File: config.mk
export PLATFORM = sky130hd
export DESIGN_NAME = gnr_attractor_ctrl
export DESIGN_NICKNAME = d
export VERILOG_FILES = /design/src/rtl/gnr_pkg.sv /design/src/rtl/gnr_step_ctr.sv /design/src/rtl/gnr_attractor_ctrl.sv
export SDC_FILE = /design/constraint.sdc
export NUM_CORES = 1
export LEC_CHECK = 0
export CORE_MARGIN = 3
export CORE_UTILIZATION = 53
export DETAILED_ROUTE_END_ITERATION = 10
export PLACE_DENSITY = 0.89
export SYNTH_ARGS = -nofsm -noshare
export SYNTH_HDL_FRONTEND = slang
export SYNTH_HIERARCHICAL = 1
export SYNTH_SLANG_ARGS = --single-unit
File: constraint.sdc
create_clock -name clk -period 4.2 [get_ports clk]
set_input_delay 0.63 -clock clk [delete_from_list [all_inputs] [get_ports clk]]
set_output_delay 0.63 -clock clk [all_outputs]
set_load 0.05 [all_outputs]
File: src/rtl/gnr_pkg.sv
// Shared types and default sizing for the GNR attractor sweep controller.
package gnr_pkg;

  localparam int GNR_N_NODES   = 8;
  localparam int GNR_STEP_W    = 12;
  localparam int GNR_MAX_STEPS = 2048;

  typedef enum logic [2:0] {
    ST_IDLE   = 3'd0,
    ST_LOAD   = 3'd1,
    ST_SETTLE = 3'd2,
    ST_RUN    = 3'd3,
    ST_REPORT = 3'd4,
    ST_FINISH = 3'd5
  } gnr_state_e;

  typedef struct packed {
    logic [GNR_N_NODES-1:0] init;
    logic [GNR_N_NODES-1:0] state;
    logic [GNR_STEP_W-1:0]  steps;
    logic                   timeout;
  } gnr_result_t;

endpackage

File: src/rtl/gnr_step_ctr.sv
// Advance-pulse counter with the even/nonzero match qualifier and, when
// GNR_CTRL_TIMEOUT_EN is defined, the step-limit compare.
module gnr_step_ctr #(
  parameter int STEP_W    = 12,
  parameter int MAX_STEPS = 2048
) (
  input  logic              clk,
  input  logic              rst,
  input  logic              clr_i,
  input  logic              inc_i,
  output logic [STEP_W-1:0] steps_o,
  output logic              qual_o,
  output logic              limit_o
);

  localparam logic [STEP_W-1:0] STEP_ONE = STEP_W'(1);

  if (MAX_STEPS < 1 || MAX_STEPS >= (1 << STEP_W)) begin : g_limit_range
    $error("MAX_STEPS must be nonzero and representable in STEP_W bits");
  end

  logic [STEP_W-1:0] steps_q, steps_d;

  always_comb begin
    steps_d = steps_q;
    if (clr_i) begin
      steps_d = '0;
    end else if (inc_i) begin
      steps_d = steps_q + STEP_ONE;
    end
  end

  always_ff @(posedge clk) begin
    if (rst) begin
      steps_q <= '0;
    end else begin
      steps_q <= steps_d;
    end
  end

  assign steps_o = steps_q;
  // Slow and fast copies are only comparable after an even number of pulses.
  assign qual_o  = (steps_q != '0) && !steps_q[0];

`ifdef GNR_CTRL_TIMEOUT_EN
  localparam logic [STEP_W-1:0] LIMIT = STEP_W'(MAX_STEPS);
  assign limit_o = (steps_q == LIMIT);
`else
  assign limit_o = 1'b0;
`endif

endmodule

File: src/rtl/gnr_attractor_ctrl.sv
// Sweeps a range of initial network states, running tortoise/hare advance
// pulses until the copies meet. Optional step limit: GNR_CTRL_TIMEOUT_EN.
module gnr_attractor_ctrl
  import gnr_pkg::*;
#(
  parameter int N_NODES   = GNR_N_NODES,
  parameter int STEP_W    = GNR_STEP_W,
  parameter int MAX_STEPS = GNR_MAX_STEPS
) (
  input  logic               clk,
  input  logic               rst,
  input  logic               start,
  input  logic [N_NODES-1:0] init_base,
  input  logic [N_NODES:0]   init_count,
  output logic               reset_nos,
  output logic               start_s0,
  output logic               start_s1,
  output logic [N_NODES-1:0] init_state,
  input  logic [N_NODES-1:0] net_s0,
  input  logic [N_NODES-1:0] net_s1,
  output logic               out_valid,
  input  logic               out_ready,
  output logic [N_NODES-1:0] out_init,
  output logic [N_NODES-1:0] out_state,
  output logic [STEP_W-1:0]  out_steps,
  output logic               out_timeout,
  output logic               busy,
  output logic               done
);

  localparam logic [N_NODES-1:0] NODE_ONE = N_NODES'(1);
  localparam logic [N_NODES:0]   REM_ONE  = (N_NODES + 1)'(1);

  gnr_state_e         state_q;
  logic [N_NODES-1:0] cur_init_q;
  logic [N_NODES:0]   remaining_q;
  logic [N_NODES-1:0] res_init_q;
  logic [N_NODES-1:0] res_state_q;
  logic [STEP_W-1:0]  res_steps_q;
`ifdef GNR_CTRL_TIMEOUT_EN
  logic               res_tmo_q;
`endif

  logic [STEP_W-1:0]  steps;
  logic               qual;
  logic               limit;
  logic               match;
  logic               advance;

  gnr_step_ctr #(
    .STEP_W    (STEP_W),
    .MAX_STEPS (MAX_STEPS)
  ) u_step_ctr (
    .clk     (clk),
    .rst     (rst),
    .clr_i   (state_q == ST_LOAD),
    .inc_i   (advance),
    .steps_o (steps),
    .qual_o  (qual),
    .limit_o (limit)
  );

  // The check looks at the copies before this cycle's pulse; a hit or the
  // limit suppresses the pulse so the reported state is the compared one.
  assign match   = qual && (net_s0 == net_s1);
  assign advance = (state_q == ST_RUN) && !match && !limit;

  always_ff @(posedge clk) begin
    if (rst) begin
      state_q     <= ST_IDLE;
      cur_init_q  <= '0;
      remaining_q <= '0;
      res_init_q  <= '0;
      res_state_q <= '0;
      res_steps_q <= '0;
`ifdef GNR_CTRL_TIMEOUT_EN
      res_tmo_q   <= 1'b0;
`endif
    end else begin
      case (state_q)
        ST_IDLE: begin
          if (start) begin
            cur_init_q  <= init_base;
            remaining_q <= init_count;
            state_q     <= (init_count == '0) ? ST_FINISH : ST_LOAD;
          end
        end
        ST_LOAD:   state_q <= ST_SETTLE;
        ST_SETTLE: state_q <= ST_RUN;
        ST_RUN: begin
          if (match || limit) begin
            res_init_q  <= cur_init_q;
            res_state_q <= net_s1;
            res_steps_q <= steps;
`ifdef GNR_CTRL_TIMEOUT_EN
            res_tmo_q   <= !match;
`endif
            state_q     <= ST_REPORT;
          end
        end
        ST_REPORT: begin
          if (out_ready) begin
            cur_init_q  <= cur_init_q + NODE_ONE;
            remaining_q <= remaining_q - REM_ONE;
            state_q     <= (remaining_q != REM_ONE) ? ST_LOAD : ST_FINISH;
          end
        end
        ST_FINISH: state_q <= ST_IDLE;
        default:   state_q <= ST_IDLE;
      endcase
    end
  end

  assign reset_nos  = (state_q == ST_LOAD);
  assign init_state = reset_nos ? cur_init_q : '0;
  assign start_s0   = advance;
  assign start_s1   = advance;
  assign out_valid  = (state_q == ST_REPORT);
  assign out_init   = res_init_q;
  assign out_state  = res_state_q;
  assign out_steps  = res_steps_q;
`ifdef GNR_CTRL_TIMEOUT_EN
  assign out_timeout = res_tmo_q;
`else
  assign out_timeout = 1'b0;
`endif
  assign busy = (state_q != ST_IDLE);
  assign done = (state_q == ST_FINISH);

endmodule

==> results of run 1 <==
[power by group]
group / internal [mW] / switching, mW
combinational: 0.101 / 0.112
sequential: 0.587 / 0.0264
clock: 0.426 / 0.222
total: 1.11 / 0.360
[logic make-up (layout without fill, tap and decap cells)]
logic type,Yosys count,in the layout,synth area share
simple gates,158,158,0.283
compound gates,66,66,0.135
flops,60,60,0.372
buf+inv,36,109,0.0519
mux,30,30,0.0933
xor+xnor,16,16,0.0434
fa+ha+maj,5,5,0.0194
other cells,2,2,0.00232
[synth_stat cells (all sizes together) (4+ instances only)]
| cell type | number | share of area |
|---|---|---|
| a211oi | 10 | 0.023 |
| a21oi | 20 | 0.031 |
| and2 | 11 | 0.021 |
| buf | 10 | 0.022 |
| clkbuf | 16 | 0.019 |
| dfxtp | 60 | 0.37 |
| ha | 5 | 0.019 |
| inv | 10 | 0.012 |
| mux2i | 29 | 0.090 |
| nand2 | 20 | 0.023 |
| nand2b | 55 | 0.11 |
| nand3 | 9 | 0.014 |
| nand4 | 4 | 0.017 |
| nor2 | 29 | 0.036 |
| nor3 | 7 | 0.012 |
| nor4 | 5 | 0.0097 |
| o21ai | 8 | 0.012 |
| o22ai | 4 | 0.0077 |
| o32ai | 4 | 0.011 |
| or3 | 4 | 0.0077 |
| or4 | 4 | 0.012 |
| xnor2 | 5 | 0.014 |
| xor2 | 11 | 0.030 |
[registers in the layout, summed over array words and instances, names as in the netlist]
register and count:
out_state 8, out_steps 12, cur_init_q 8, u_step_ctr/steps_o 12, remaining_q 9, out_init 8, state_q 3
[critical path: stages]
cell and delay [ns]:
clkdlybuf4s50_1 0.52, xor2_1 0.20, nor3_1 0.08, a41oi_1 0.44
nor2b_1 0.20, buf_4 0.25, buf_12 0.17
[how the worst min path moves through the flow]
stage	start	to	slack, ns
CTS	out_steps[11]	out_steps[11]	0.48
floorplan	u_step_ctr/steps_o[11]	u_step_ctr/steps_o[11]	0.46
finish	out_steps[11]	out_steps[11]	0.47
global placement	out_state[1]	out_state[1]	0.46
detailed placement	out_steps[4]	out_steps[4]	0.46
global route	out_init[5]	out_init[5]	0.49
[metrics by stage]
stage / utilization / total power [mW] / worst slack (ns)
after CTS: 0.749 / 1.48 / 1.06
after detailed placement: 0.705 / 0.834 / 0.993
after floorplan: - / 0.760 / 0.884
final: 0.749 / 1.47 / 1.08
after global routing: 0.749 / 1.52 / 0.879
after global placement: 0.705 / 0.827 / 1.13
[area by class of cell]
type | instances | area share
tap | 72 | 0.0211
clock inverter | 4 | 0.0222
timing repair buffer | 83 | 0.195
inverter | 10 | 0.00878
sequential | 60 | 0.281
multi-input combinational | 277 | 0.436
clock buffer | 12 | 0.0363
[layout by cell type, fill, tap and decap left out, types with 3 or more instances in the layout]
master           instances
o22ai_1                  4
clkdlybuf4s50_1         75
ha_1                     5
a211oi_1                10
nor2_1                  28
xor2_1                  11
nand3_1                  9
buf_4                    5
o21a_1                   3
a31oi_1                  3
a21oi_1                 20
mux2i_1                 29
o21ai_0                  7
o32ai_1                  4
dfxtp_1                 60
xnor2_1                  5
nor3_1                   6
nand2_1                 20
bufinv_16                3
inv_1                   10
o221ai_1                 3
nor4_1                   5
nand2b_1                55
and2_1                  10
clkbuf_8                11
or3_1                    4
[routing by layer]
layer,wire length (microns),GRT usage,up-vias
met5,0,0,-
met4,119,0.0848,0
li1,-,-,1435
met1,3380,0.273,1363
met3,460,0.0553,13
met2,3950,0.372,108
==> results.md, run 1 <==
- Status: finished, final reports clean
- Share of the yosys chip area belonging to registers: 0.372
- Crit end category: output pin
- TritonCTS Buffers: 9
- Drt drc: 0
- Initial core utilization: 0.566
- Critical Path RT: 3.57 ns
- Top FF cell, synth: dfxtp_1
- Crit path to: start_s0
- Worst-path clk slew: 0.06 ns
- VDD IR max: 252 uV
- Worst clock skew: 0.00677 ns
- Actual slew at the worst max-slew pin: 1.06 ns
- Hold buffers post-CTS: 0
- Ant diodes: 0
- Pwr Density: 345 mW/mm^2
- # rows: 27
- Root Buffer: clkbuf_8
- Syn Area/Cell: 8.66 sq um
- Max FO, Critical Path: 12
- Shortest period the worst path allows: 3.12 ns
- Top Ports: 80
- Post-layout instance area: 0.00428 sq mm
- Largest net degree at the start of global routing: 80
- CTS Buffer Depth: 2
- Asr flop ratio synth: 0
- H-tree levels: 3
- Max cap viols: 0
- Global-route wire length before repair: 12.8 mm
- Dpl cells: 502
- Drt pass-1 iters: 4
- Crit path DAT: 2.49 ns
- Final nets: 483
- Setup-violating endpoint count in the final report: 0
- Vias in the first global route: 2743
- Die Area: 0.00707 sq mm
- Hold path cells: 2
- Reg area: 0.00120 sq mm
- Post-DRT Antenna Nets: 0
- Multi-input logic area: 0.00186 sq mm
- Layout cells sized above 1: 0.0740
- Setup TNS: 0 ns
- Die height: 84.1 microns
- Ys Warns: 6
- Drt wl/cell: 15.3 microns
- Total Wirelength: 7.91 mm
- WS Path Type: in2out
- Setup crit start: net_s1[2]
- Yosys cell types: 51
- Post-synth EDFFs: 0
- RSZ-0062 raised after global routing: no
- Area of placed instances: 0.00403 sq mm
- CTS sink count: 60
- Setup repair bufs after CTS: 0
- Fin. Hold Viols: 0
- Seq cells post-synth: 60
- Non-Filler Instances: 518
- Routability Congestion: 0.832
- Max Freq: 320 MHz
- Reg2Reg Setup Slack: 1.36 ns
- Reg2Reg Capture Point: u_step_ctr/steps_o[8]
- Worst-Skew Late Latency: 0.33 ns
- PortBufs: 78
- Reg2Reg Launch Point: u_step_ctr/steps_o[0]
- Number of DRC markers in iteration 0: 187
- CTS tree: built
- Post-Syn Nets: 415
- Leakage: 1.48 nW
- WHS: 0.471 ns
- Critical path launch point type: input pin
- Synthesis-to-layout area growth: 32.3%
- GRT overflow: 0
- FF-to-FF path depth: 10
- Drt via density: 5.64
- Worst hold-check path type: reg2reg
- Total track usage: 0.222
- Die X: 84.1 microns
- Slew HR: 0.292
- Core box area: 0.00571 sq mm
- Post-Synthesis Cells: 373
- Post-DP HPWL: 5.45 mm
- Routed via count: 2919
- Antenna violations before repair: 0
- Final worst-path cycle share: 0.743
- Synth Cell Area: 0.00323 sq mm
- FILL cells: 386
- CTS resizes: 0
- Fin. max-slew vios: 0
Note: power is estimated with default switching activity, not from simulation.
==> run 2, diff against run 1 <==
--- a/config.mk
+++ b/config.mk
@@ -6,9 +6,9 @@
 export NUM_CORES = 1
 export LEC_CHECK = 0
 export CORE_MARGIN = 3
-export CORE_UTILIZATION = 53
+export CORE_UTILIZATION = 45
 export DETAILED_ROUTE_END_ITERATION = 10
-export PLACE_DENSITY = 0.89
+export PLACE_DENSITY = 0.81
 export SYNTH_ARGS = -nofsm -noshare
 export SYNTH_HDL_FRONTEND = slang
 export SYNTH_HIERARCHICAL = 1
==> constraint.sdc (replaced) <==
create_clock -name clk -period 2.7 [get_ports clk]
set_input_delay 0.405 -clock clk [delete_from_list [all_inputs] [get_ports clk]]
set_output_delay 0.405 -clock clk [all_outputs]
set_load 0.05 [all_outputs]
==> run 2 against run 1 <==
Net effect: sequential power grew 55%; hold slack gained 0.0021 ns; clock power grew 26%; sequential share of layout area shrank 0.97 points; wire length shrank 1.1%; non-clock buffer count grew 6; critical path depth grew 1; via count is essentially flat; register-to-register slack lost 1.0 ns.
==> results.md, run 2 (synthesis gave the netlist of run 1 again) <==
- Post-layout instance area: 0.00443 sq mm (was 0.00428 sq mm)
- Seq pwr share: 0.449 (was 0.416)
- Most common library cell in the layout ignoring fill and taps: clkdlybuf4s50_1 (unchanged)
- FF-to-FF path depth: 9 (was 10)
- Sw Pwr: 0.566 mW (was 0.360 mW)
- Leakage: 1.55 nW (was 1.48 nW)
- Initial core utilization: 0.470 (was 0.566)
- Setup TNS: 0 ns (unchanged)
- # rows: 30 (was 27)
- Post-DRT Antenna Nets: 0 (unchanged)
- Pwr Density: 479 mW/mm^2 (was 345 mW/mm^2)
- WS Path Type: reg2out (was in2out)
- Antenna violations before repair: 0 (unchanged)
- Reg2Reg Launch Point: u_step_ctr/steps_o[1] (was u_step_ctr/steps_o[0])
- Largest net degree at the start of global routing: 38 (was 80)
- Critical path launch point type: flip-flop (was input pin)
- Crit path DAT: 2.20 ns (was 2.49 ns)
- Layout cells sized above 1: 0.119 (was 0.0740)
- Routed via count: 2920 (was 2919)
- VDD IR max: 257 uV (was 252 uV)
- Fin. max-slew vios: 0 (unchanged)
- Max FO, Critical Path: 6 (was 12)
- Drt wl/cell: 14.3 microns (was 15.3 microns)
- CTS Buffer Depth: 2 (unchanged)
- Setup crit start: u_step_ctr/steps_o[1] (was net_s1[2])
- Ant diodes: 0 (unchanged)
- Worst hold-check path type: reg2reg (unchanged)
- Final worst-path cycle share: 0.966
- Internal power: 1.55 mW (was 1.11 mW)
- Drt pass-1 iters: 4 (unchanged)
- Post-DP HPWL: 5.72 mm (was 5.45 mm)
- RSZ-0062 raised after global routing: no (unchanged)
- Status: finished, final reports clean (unchanged)
- Shortest period the worst path allows: 2.61 ns
- Final nets: 489 (was 483)
- Critical Path RT: 2.30 ns (was 3.57 ns)
- Die Area: 0.00823 sq mm (was 0.00707 sq mm)
- Routability Congestion: 0.868 (was 0.832)
- Setup-violating endpoint count in the final report: 0 (unchanged)
- Drt via density: 5.33 (was 5.64)
- Crit end category: output pin (unchanged)
- Reg2Reg Capture Point: u_step_ctr/steps_o[8] (unchanged)
- Core box area: 0.00687 sq mm (was 0.00571 sq mm)
- Actual slew at the worst max-slew pin: 0.627 ns (was 1.06 ns)
- Area of placed instances: 0.00421 sq mm (was 0.00403 sq mm)
- TritonCTS Buffers: 9 (unchanged)
- Worst clock skew: 0.00906 ns (was 0.00677 ns)
- Vias in the first global route: 2797 (was 2743)
- CTS sink count: 60 (unchanged)
- Setup repair bufs after CTS: 0 (unchanged)
- Most frequent cells in the layout: clkdlybuf4s50_1, dfxtp_1, nand2b_1 (unchanged)
- Global-route wire length before repair: 13.3 mm (was 12.8 mm)
- Root Buffer: clkbuf_8 (unchanged)
- Top Ports: 80 (unchanged)
- CTS tree: built (unchanged)
- Worst-Skew Late Latency: 0.34 ns (was 0.33 ns)
- Comb pwr share: 0.165 (was 0.144)
- Fin. Hold Viols: 0 (unchanged)
- Die X: 90.7 microns (was 84.1 microns)
- Die height: 90.7 microns (was 84.1 microns)
- Slew HR: 0.581 (was 0.292)
- Max Freq: 383 MHz
- Synthesis-to-layout area growth: 37.0% (was 32.3%)
- Reg2Reg Setup Slack: 0.36 ns (was 1.36 ns)
- Worst-path clk slew: 0.06 ns (about the same)
- Total track usage: 0.197 (was 0.222)
- Sw Ratio: 0.267 (was 0.244)
- PortBufs: 78 (unchanged)
- Crit path to: start_s0 (unchanged)
- Max cap viols: 0 (unchanged)
- Clock Power Share: 0.386 (was 0.440)
- Drt drc: 0 (unchanged)
- Total Wirelength: 7.82 mm (was 7.91 mm)
- GRT overflow: 0 (unchanged)
- Number of DRC markers in iteration 0: 129 (was 187)
- H-tree levels: 3 (unchanged)
-- run 2: routing by layer --
layer / vias to the layer above / part of all wire / GRT usage
met5: - / 0 / 0
met4: 0 / 0.011 / 0.0651
met3: 7 / 0.076 / 0.0567
met2: 110 / 0.46 / 0.308
met1: 1355 / 0.45 / 0.259
li1: 1448 / - / -
-- run 2: final cells by class --
type                       instances  area [sq um]
clock buffer                      11           151
clock inverter                     5          50.0
fill                             579          2440
inverter                          10          37.5
multi-input combinational        277          1890
sequential                        60          1200
tap                               96           120
timing repair buffer              89           978
-- run 2: worst min-delay path by stage --
| stage | start | end | slack (ns) | cells after the start |
|---|---|---|---|---|
| 2_1_floorplan | u_step_ctr/steps_o[11] | u_step_ctr/steps_o[11] | 0.46 | 2 |
| 3_3_place_gp | out_init[5] | out_init[5] | 0.46 | 2 |
| 3_5_place_dp | out_state[5] | out_state[5] | 0.46 | 2 |
| 4_1_cts | out_state[5] | out_state[5] | 0.48 | 2 |
| 5_1_grt | out_state[3] | out_state[3] | 0.49 | 2 |
| 6_report | out_state[5] | out_state[5] | 0.47 | 2 |
-- run 2: what timing repair did --
action	CTS	global route
hold buffers	0	0
hold endpoints to repair	0	0
setup endpoints to repair	0	2
gates resized for setup	0	2
-- run 2: power by group through the flow --
| stage | Clock (mW) | Sequential [mW] | Combinational [mW] |
|---|---|---|---|
| 6_report | 0.818 | 0.952 | 0.351 |
| 5_1_grt | 0.881 | 0.956 | 0.383 |
| 4_1_cts | 0.838 | 0.951 | 0.349 |
| 3_5_place_dp | 0 | 0.972 | 0.347 |
| 3_3_place_gp | 0 | 0.969 | 0.338 |
| 2_1_floorplan | 0 | 0.962 | 0.222 |
-- run 2: critical path: stages (launching register included) --
cell     delay [ns]
dfxtp_1        0.46
inv_1          0.07
ha_1           0.19
nor4b_1        0.14
a31oi_1        0.29
a41oi_2        0.20
nor2b_4        0.19
buf_4          0.18
buf_12         0.15
-- run 2: metrics by stage --
stage / power [mW] / setup WS (ns) / hold WS (ns) / utilization / instances
6_report: 2.12 / 0.0920 / 0.474 / 0.645 / 548
5_1_grt: 2.22 / 0.000449 / 0.493 / 0.645 / 548
4_1_cts: 2.14 / 0.0363 / 0.476 / 0.643 / 548
3_5_place_dp: 1.32 / 0.101 / 0.462 / 0.613 / 532
3_3_place_gp: 1.31 / 0.145 / 0.456 / 0.613 / 532
2_1_floorplan: 1.18 / -0.0125 / 0.457 / - / 373
==> edit, RTL diff (settings of run 1) <==
The option `GNR_CTRL_TIMEOUT_EN` is turned on by a define.
--- a/src/rtl/gnr_step_ctr.sv
+++ b/src/rtl/gnr_step_ctr.sv
@@ -1,5 +1,7 @@
 // Advance-pulse counter with the even/nonzero match qualifier and, when
 // GNR_CTRL_TIMEOUT_EN is defined, the step-limit compare.
+`define GNR_CTRL_TIMEOUT_EN
+
 module gnr_step_ctr #(
   parameter int STEP_W    = 12,
   parameter int MAX_STEPS = 2048
Formal check against the unedited RTL: same outputs for any inputs over 10 cycles, from zero or initial values and one cycle with rst high; that may be too few to reach the edited logic, so the function may still have changed.
==> edit against run 1 <==
Worst setup slack got worse by 210 ps. Count of clock-buffer cells in the layout unchanged. Clock power decreased by 28%. Total power decreased by 11%. First-iteration DRC count increased by 34%. Sequential share of layout area increased by 1.2 points. Final area decreased by 2.6%. Wire length increased by 3.5%. Sequential cell count increased by 1. Clock skew increased by 1.4 ps. Register-to-register slack improved by 110 ps. Die area decreased by 1.8%. Synthesized area decreased by 1.9%. Largest power group is now registers.
==> edit: results (changes against run 1) <==
Global routing
  – Largest net degree at the start of global routing: 59 (was 80)
  – Total Routing Usage GR: 23.31% (was 22.23%)
  – GR Layer Usage met1: 29.51% (was 27.33%)
  – Vias in the first global route: 2871 (was 2743)
  – First-pass GRT wire length: 13380 um (was 12830 um)
  – Initial antenna violation count: 0 (unchanged)
  – M2 GR Usage: 37.76% (was 37.23%)
  – Met3 Use GR: 4.067% (was 5.528%)

Final layout
  – Final #Nets: 486 (was 483)
  – Nonclk inv count: 7 (was 10)
  – Share of post-route cells with drive strength above 1: 13.81% (was 7.399%)
  – Sequential share of cell area: 29.34% (was 28.09%)
  – Layout clock area frac: 4.268% (was 5.853%)
  – Non-Clock Buffer Count: 82 (was 83)
  – Fill count: 420 (was 386)
  – Multi-input gate area: 1819 um^2 (was 1863 um^2)
  – Multi-input gates: 283 (was 277)
  – Non-clk buf share: 19.90% (was 19.49%)

Critical path
  – R2r startpoint: u_step_ctr/steps_o[2] (was u_step_ctr/steps_o[0])
  – Critical path peak fanout: 17 (was 12)
  – Arr. time, crit path: 2700 ps (was 2490 ps)
  – Worst setup path startpoint: state_q[2] (was net_s1[2])

Detailed routing
  – Metal-1 WL: 3597 um (was 3375 um)
  – First-pass iteration count of the detailed router: 5 (was 4)
  – Highest Signal Layer: met4 (unchanged)
  – DR WL met3: 574 um (was 460 um)
  – Avg Vias per Cell: 6.012 (was 5.635)
  – Initial DRC Count: 251 (was 187)
  – Routed wire length: 8188 um (was 7910 um)
  – WL met2: 3842 um (was 3954 um)

STA
  – Clock skew: 8.175 ps (was 6.769 ps)
  – Slew headroom: 18.90% (was 29.23%)

Power and ir drop
  – Lkg Pwr: 1.422 nW (was 1.481 nW)
  – Peak supply drop: 0.0002138 V (was 0.0002519 V)
  – Internal: 0.9395 mW (was 1.115 mW)

Synth
  – Top cells by area, synth: dfxtp_1, a21bo_2, a21oi_1 (was dfxtp_1, nand2b_1, mux2i_1)
  – Adder-Cell Fraction of Synth Area: 1.974% (was 1.936%)
  – Sequential share of the synthesized area: 38.53% (was 37.17%)
  – Synth Area in XOR/XNOR: 3.593% (was 4.336%)
  – Commonest cells in the netlist: dfxtp_1, a21oi_1, nand3_1 (was dfxtp_1, nand2b_1, mux2i_1)
  – Syn Nets: 422 (was 415)
  – Synth Area in Compound Gates: 26.14% (was 13.51%)
  – Count of state elements after synthesis: 61 (was 60)
  – Yosys cell types: 50 (was 51)
  – Post-synthesis mux area share: 0.6317% (was 9.330%)

Clock network
  – Root Buffer: clkbuf_8 (unchanged)
  – H-tree depth: 3 (unchanged)
  – Cts bufs inserted: 9 (unchanged)

Hold path
  – HP Start: remaining_q[8] (was out_steps[11])

Placement
  – Post-DP HPWL: 5626 um (was 5450 um)
  – Gpl congestion: 0.9194 (was 0.8320)
  – Input/output buffers: 79 (was 78)
  – Dpl cell area: 3985 um^2 (was 4025 um^2)

Outcome
  – Outcome: complete, no violations (unchanged)
edit: per-stage QoR:
step	std cells	hold WS [ps]	setup slack (ps)	util, %
6_report	521	506.5	872.4	73.79
5_1_grt	521	521.2	747.8	73.79
4_1_cts	521	503.9	919.8	73.79
3_5_place_dp	505	494.1	1311	70.64
3_3_place_gp	505	471.9	1320	70.64
2_1_floorplan	380	457.8	510.9	-
edit: power groups by stage:
stage	clock (mW)	combinational [mW]	sequential [mW]
floorplan	0	0.143	0.632
global placement	0	0.213	0.641
detailed placement	0	0.219	0.643
CTS	0.475	0.220	0.630
global route	0.500	0.239	0.634
finish	0.464	0.221	0.632
edit: final timing paths:
kind | to | slack [ps] | cells after the start
max | out_valid | 870 | 3
min | remaining_q[8] | 510 | 2
max reg2reg | u_step_ctr/steps_o[8] | 1470 | 10
min reg2reg | remaining_q[8] | 510 | 2
edit: worst max-delay path: stages (launching register included):
cell and delay, ps:
dfxtp_1 630, nand2_1 410, inv_1 430, clkdlybuf4s50_1 880
